**src/rtl/sram_ctrl.sv**
```systemverilog
// sram_ctrl: single-port word SRAM behind a req/ready handshake, 1-cycle read latency and an
// out-of-range err pulse. Define SRAM_INIT_EN to zero-fill storage after every reset.
module sram_ctrl #(
    parameter int DATA_W = 8,
    parameter int ADDR_W = 8,
    parameter int DEPTH  = 11
) (
    input  logic              clk,
    input  logic              rst,
    input  logic              req,
    input  logic              we,
    input  logic [ADDR_W-1:0] address,
    input  logic [DATA_W-1:0] in_data,
    output logic              ready,
    output logic [DATA_W-1:0] out_data,
    output logic              out_valid,
    output logic              err
);
    localparam int IDX_W = (DEPTH > 1) ? $clog2(DEPTH) : 1;
    localparam logic [ADDR_W:0] DEPTH_L = (ADDR_W + 1)'(DEPTH);

`ifdef SRAM_INIT_EN
    typedef enum logic [1:0] {RESET_HOLD = 2'd0, INIT = 2'd1, IDLE = 2'd2} state_e;
    localparam logic [IDX_W-1:0] LAST_IDX = IDX_W'(DEPTH - 1);
    logic [IDX_W-1:0] init_cnt_q, init_cnt_d;
`else
    typedef enum logic {RESET_HOLD = 1'b0, IDLE = 1'b1} state_e;
`endif

    state_e              state_q, state_d;
    logic                ready_q;
    logic [DATA_W-1:0]   out_data_q, out_data_d;
    logic                out_valid_q, out_valid_d;
    logic                err_q, err_d;
    logic [DATA_W-1:0]   mem_q [DEPTH];
    logic                mem_we_s;
    logic [IDX_W-1:0]    mem_idx_s;
    logic [DATA_W-1:0]   mem_wdata_s;
    logic                accept_s;
    logic                in_range_s;
    logic [IDX_W-1:0]    addr_idx_s;

    // ready_q is only ever high in IDLE, so it alone qualifies acceptance
    assign accept_s   = req & ready_q;
    assign in_range_s = ({1'b0, address} < DEPTH_L);
    assign addr_idx_s = address[IDX_W-1:0];

    // Next-state, storage write port and response generation
    always_comb begin
        state_d     = state_q;
        out_data_d  = out_data_q;
        out_valid_d = 1'b0;
        err_d       = 1'b0;
        mem_we_s    = 1'b0;
        mem_idx_s   = addr_idx_s;
        mem_wdata_s = in_data;
`ifdef SRAM_INIT_EN
        init_cnt_d  = init_cnt_q;
`endif
        case (state_q)
            RESET_HOLD: begin
`ifdef SRAM_INIT_EN
                state_d = INIT;
`else
                state_d = IDLE;
`endif
            end
`ifdef SRAM_INIT_EN
            INIT: begin
                mem_we_s    = 1'b1;
                mem_idx_s   = init_cnt_q;
                mem_wdata_s = '0;
                if (init_cnt_q == LAST_IDX) begin
                    state_d    = IDLE;
                    init_cnt_d = '0;
                end else begin
                    init_cnt_d = init_cnt_q + 1'b1;
                end
            end
`endif
            IDLE: begin
                if (accept_s) begin
                    if (!in_range_s) begin
                        err_d = 1'b1;
                    end else if (we) begin
                        mem_we_s = 1'b1;
                    end else begin
                        out_data_d  = mem_q[addr_idx_s];
                        out_valid_d = 1'b1;
                    end
                end else begin
                    out_valid_d = 1'b0;
                end
            end
            default: begin
                state_d = RESET_HOLD;
            end
        endcase
    end

    // Control and output registers; reset aborts any pending response or init sweep
    always_ff @(posedge clk or posedge rst) begin
        if (rst) begin
            state_q     <= RESET_HOLD;
            ready_q     <= 1'b0;
            out_data_q  <= '0;
            out_valid_q <= 1'b0;
            err_q       <= 1'b0;
`ifdef SRAM_INIT_EN
            init_cnt_q  <= '0;
`endif
        end else begin
            state_q     <= state_d;
            ready_q     <= (state_d == IDLE);
            out_data_q  <= out_data_d;
            out_valid_q <= out_valid_d;
            err_q       <= err_d;
`ifdef SRAM_INIT_EN
            init_cnt_q  <= init_cnt_d;
`endif
        end
    end

    // Storage array has no reset so its contents survive rst
    always_ff @(posedge clk) begin
        if (mem_we_s) begin
            mem_q[mem_idx_s] <= mem_wdata_s;
        end
    end

    assign ready     = ready_q;
    assign out_data  = out_data_q;
    assign out_valid = out_valid_q;
    assign err       = err_q;
endmodule

```
**config.mk**
```make
export PLATFORM = sky130hd
export DESIGN_NAME = sram_ctrl
export DESIGN_NICKNAME = d
export VERILOG_FILES = /design/src/rtl/sram_ctrl.sv
export SDC_FILE = /design/constraint.sdc
export NUM_CORES = 1
export LEC_CHECK = 0
export ABC_CLOCK_PERIOD_IN_PS = 4650
export CORE_MARGIN = 1
export CORE_UTILIZATION = 55
export CTS_BUF_LIST = sky130_fd_sc_hd__clkbuf_4
export DETAILED_ROUTE_END_ITERATION = 8
export PLACE_DENSITY = 0.86
export SYNTH_ARGS = -nofsm -noshare
export SYNTH_HDL_FRONTEND = slang
export SYNTH_SLANG_ARGS = --single-unit
```
**constraint.sdc**
```tcl
create_clock -name clk -period 4.65 [get_ports clk]
set_clock_uncertainty 0.05 [all_clocks]
set_input_delay 1.1625 -clock clk [delete_from_list [all_inputs] [get_ports clk]]
set_output_delay 1.1625 -clock clk [all_outputs]
set_load 0.005 [all_outputs]
```
# Word level (Yosys, flattened, before mapping)

Memories as Yosys holds them, arrays and structs flattened. A register that Yosys moved wholly into a read port is not among the register bits.
Index checks and enable logic that the tools add are counted.

Logic and storage cells: 21
Memories: 1
Output and inout bits: 11
RAM bits: 88
Input port bits: 20
Bits in registers: 3

Memory list:

| name  | depth | width | rd ports | clocked after memory_dff | write ports | line | RTL |
|---|---|---|---|---|---|---|---|
| mem_q | 11    | 8     | 1        | 1                        | 1           | 35   | `logic [DATA_W-1:0] mem_q [DEPTH];` |

Mux-type cells: 13
Reduce and logical (&&, ||, !) cells: 1
Bitwise operators: 2
Order comparisons: 1

Operators by type and width:

| kind                                                                  | number |
|---|---|
| 1-bit 2-to-1 mux                                                      | 13 |
| 8-bit by 4-bit < comparator with 1-bit output (second input constant) | 1 |
| 4-bit AND reduction                                                   | 1 |
| 1-bit AND                                                             | 1 |
| 1-bit NOT                                                             | 1 |

# Depth between registers and ports, before layout

Depth after elaboration: 6
Gate-level depth with buffers: 4
Gate-level depth less buffers: 3

# Least setup slack after synthesis

Ideal clock, no wire load.

Path kind: input port to flip-flop
From: input address[7]
To: memory mem_q[0][0], enable pin
Slack: 1,014 ps
Path buffers: 1
Arrival time: 3,192 ps
Data required time: 4,205 ps
Stages: 4
Library setup time: 395 ps
Path through: or4_4 -> or4_1 -> clkbuf_1 -> nor4_1

Word-level cells in the longest chain between the ends: 6

RTL lines:

| element                                       | line | RTL |
|---|---|---|
| start: declaration                            | 12   | `input logic [ADDR_W-1:0] address,` |
| 8-bit by 4-bit < comparator with 1-bit output | 45   | `assign in_range_s = ({1'b0, address} < DEPTH_L);` |
| 1-bit 2-to-1 mux                              | 83   | `if (!in_range_s) begin` |
| 1-bit 2-to-1 mux                              | 82   | `if (accept_s) begin` |
| 1-bit 2-to-1 mux                              | 60   | `case (state_q)` |
| 1-bit 2-to-1 mux                              | 126  | `if (mem_we_s) begin` |
| 1-bit 2-to-1 mux (not written as such)        | 127  | `mem_q[mem_idx_s] <= mem_wdata_s;` |
| end: declaration                              | 35   |  |

Every way passes these cells.

# Worst setup path in the final report

From: input address[7]
To: memory mem_q[1][3], enable pin

Same word-level chain as after synthesis.

==> flow_summary.json <==
{
  "status": "finished clean",
  "grt_antenna_before_repair": 0,
  "grt_pass1_wl_mm": 10.74,
  "internal-power_mw": 1.367,
  "r2r_setup_slack_ns": 2.62,
  "power_switching_mw": 0.3186,
  "worstHoldEndpoint": "out_data[5]",
  "hp-start": "out_data[5]",
  "fin_tns_setup_ns": 0,
  "path_max_fanout": 8,
  "grt_use_total": 0.2094,
  "initial_core_util": 0.5685,
  "comb_power_share": 0.064,
  "syn_area_per_cell_um2": 22.08,
  "min_period_over_period": 0.7157,
  "cts_root_buf": "clkbuf_4",
  "fp.dieArea_um2": 7322,
  "cts_tree": "yes",
  "grt_pass1_vias": 1967,
  "fp.coreArea_um2": 6756,
  "cts_setup_buffers": 0,
  "htree_levels": 3,
  "finalSetupViolations": 0,
  "path_class": "input port to flip-flop",
  "fp-row-count": 30,
  "clockBufferDepth": 2,
  "yosys_warnings": 0,
  "fmax_mhz": 300.5,
  "synthCells": 174,
  "rr_worst_depth": 4,
  "pin_count": 31,
  "die_w_um": 85.57,
  "top_layer": "met4",
  "ys_seq_area_frac": 0.7596,
  "whs_path_depth": 1,
  "grt_max_degree": 32,
  "area.growth.synth_to_final_pct": 17.30,
  "drv_slew": 0,
  "synth-seq-cells": 99,
  "cp.required_ns": 4.74,
  "dr_wl_met3_um": 445,
  "syn_nets": 194,
  "crit-reg2reg-launch": "ready",
  "synth_top_area_share": 0.6879,
  "yosys.area.top_type": "edfxtp_1",
  "cap_violations": 0,
  "slew-limit-headroom": 0.4121,
  "io_buffers": 30,
  "leakage_nw": 1.499,
  "ys.flop_type": "edfxtp_1",
  "mostFrequentLayoutCell": "edfxtp_1",
  "drive_gt1_frac": 0.3244,
  "synthTopCellsByArea": "edfxtp_1 (69%), mux4_2 (14%), dfrtp_1 (7.2%)",
  "final_cell_mix": "edfxtp_1 (88), clkdlybuf4s50_1 (29), mux4_2 (24)",
  "rsz0062_at_grt": "false",
  "ant_nets": 0,
  "async_reset_ff_frac": 0.1111,
  "p_seq_frac": 0.581,
  "dr.pass1.iters": 4,
  "clockPowerShare": 0.355,
  "nets": 240,
  "antenna_cells": 0,
  "first_iter_violations": 215,
  "clk_latency_ns": 0.42,
  "dr_wl_met2_mm": 3.403,
  "start_kind": "input port",
  "clk_pin_slew_worst_paths_ns": 0.14,
  "timing.rr.end": "mem_q[1][3]",
  "fin_crit_ns": 3.328,
  "arrival_ns": 3.42,
  "numCtsBuffers": 9,
  "synth_cell_types": 21,
  "power_mw": 1.686,
  "hp-class": "flip-flop to flip-flop",
  "gp_congestion": 0.7554,
  "cp-end-kind": "flip-flop",
  "detailroute.via_count": 1868,
  "hold_violations": 0,
  "routed_wl_mm": 6.959,
  "vdd_drop_max_mv": 0.1314,
  "synth-edff-count": 88,
  "nFillCells": 431,
  "post_cts_resized": 0,
  "grt_overflow_total": 0,
  "dp_hpwl_mm": 4.592,
  "vias_per_cell": 6.125,
  "drt-met1-wl_mm": 2.914,
  "worst_pin_slew_ns": 0.8819,
  "wire_per_inst_um": 22.82,
  "die_height_um": 85.57,
  "p_per_area_nw_per_um2": 374.1,
  "switching_share": 0.1890,
  "drcViolationCount": 0,
  "syn_area_um2": 3841,
  "cts_hold_buf": 0,
  "clkSinkCount": 99
}
[power groups by stage]
stage	registers [mW]	clock network (mW)	logic (mW)
after floorplan	1.00	0	0.0502
after global placement	1.00	0	0.105
after detailed placement	1.00	0	0.108
after CTS	0.980	0.602	0.109
after global routing	0.981	0.634	0.115
final	0.980	0.598	0.107
[through the flow]
step                      setup WS (ns)  std cells  area [µm²]  hold WS [ns]  utilization
after global placement           0.9544        289        4302        0.4404       0.6367
final                             1.322        305        4506        0.4730       0.6669
after global routing              1.270        305        4506        0.4997       0.6669
after detailed placement         0.8968        289        4302        0.4468       0.6367
after floorplan                   1.014        174        3841        0.4555            -
after CTS                         1.352        305        4506        0.4781       0.6669
[layer usage]
metal | global-route usage | up-vias
met5 | 0 | -
met4 | 0.1076 | 0
met3 | 0.04331 | 16
met2 | 0.3309 | 82
met1 | 0.2808 | 957
li1 | - | 813
[final cells by class]
cell class | instances | area (µm²) | share of cell area
flip-flops and latches | 99 | 2918 | 0.6476
well taps | 80 | 100.1 | 0.02222
repair buffers | 43 | 392.9 | 0.08720
inverters | 3 | 11.26 | 0.002499
multi-input cells | 64 | 879.6 | 0.1952
clock buffers | 10 | 75.07 | 0.01666
clock inverters | 6 | 128.9 | 0.02860
[registers in the layout, indices dropped and copies added (netlist names)]
register,flops
out_data,8
out_valid,1
mem_q,88
ready,1
err,1
[cells in the mapped netlist (2+ instances only)]
cell	count
nor3_1	8
nor4_1	3
buf_2	2
mux4_2	24
clkbuf_1	3
dfrtp_1	11
nand2b_1	2
buf_1	3
edfxtp_1	88
inv_1	3
mux2_2	16
nand2_1	2
[logic make-up (layout without fill, tap and decap cells)]
kind of cell           count (synthesis)  after routing  synth area share
buffers and inverters                 11             62           0.01140
flip-flops                            99             99            0.7596
other                                  1              1         0.0009763
AND/OR/NAND/NOR                       20             20           0.02964
multiplexers                          40             40            0.1876
AO/OA/AOI/OAI                          3              3           0.01075
[how the worst max path moves through the flow]
stage	startpoint	endpoint	slack, ns	cells after the start
finish	address[7]	mem_q[1][3]	1.32	5
global route	address[7]	mem_q[1][3]	1.27	5
CTS	address[7]	mem_q[1][3]	1.35	5
detailed placement	address[7]	mem_q[1][0]	0.90	5
global placement	address[2]	out_data[5]	0.95	5
floorplan	address[7]	mem_q[0][0]	1.01	4
[critical path: stages]
cell and delay [ns]:
clkdlybuf4s50_1 0.40, or4_4 0.57, or4_1 0.65, nor3_1 0.38
buf_4 0.24
Note: power is estimated with default switching activity, not from simulation.
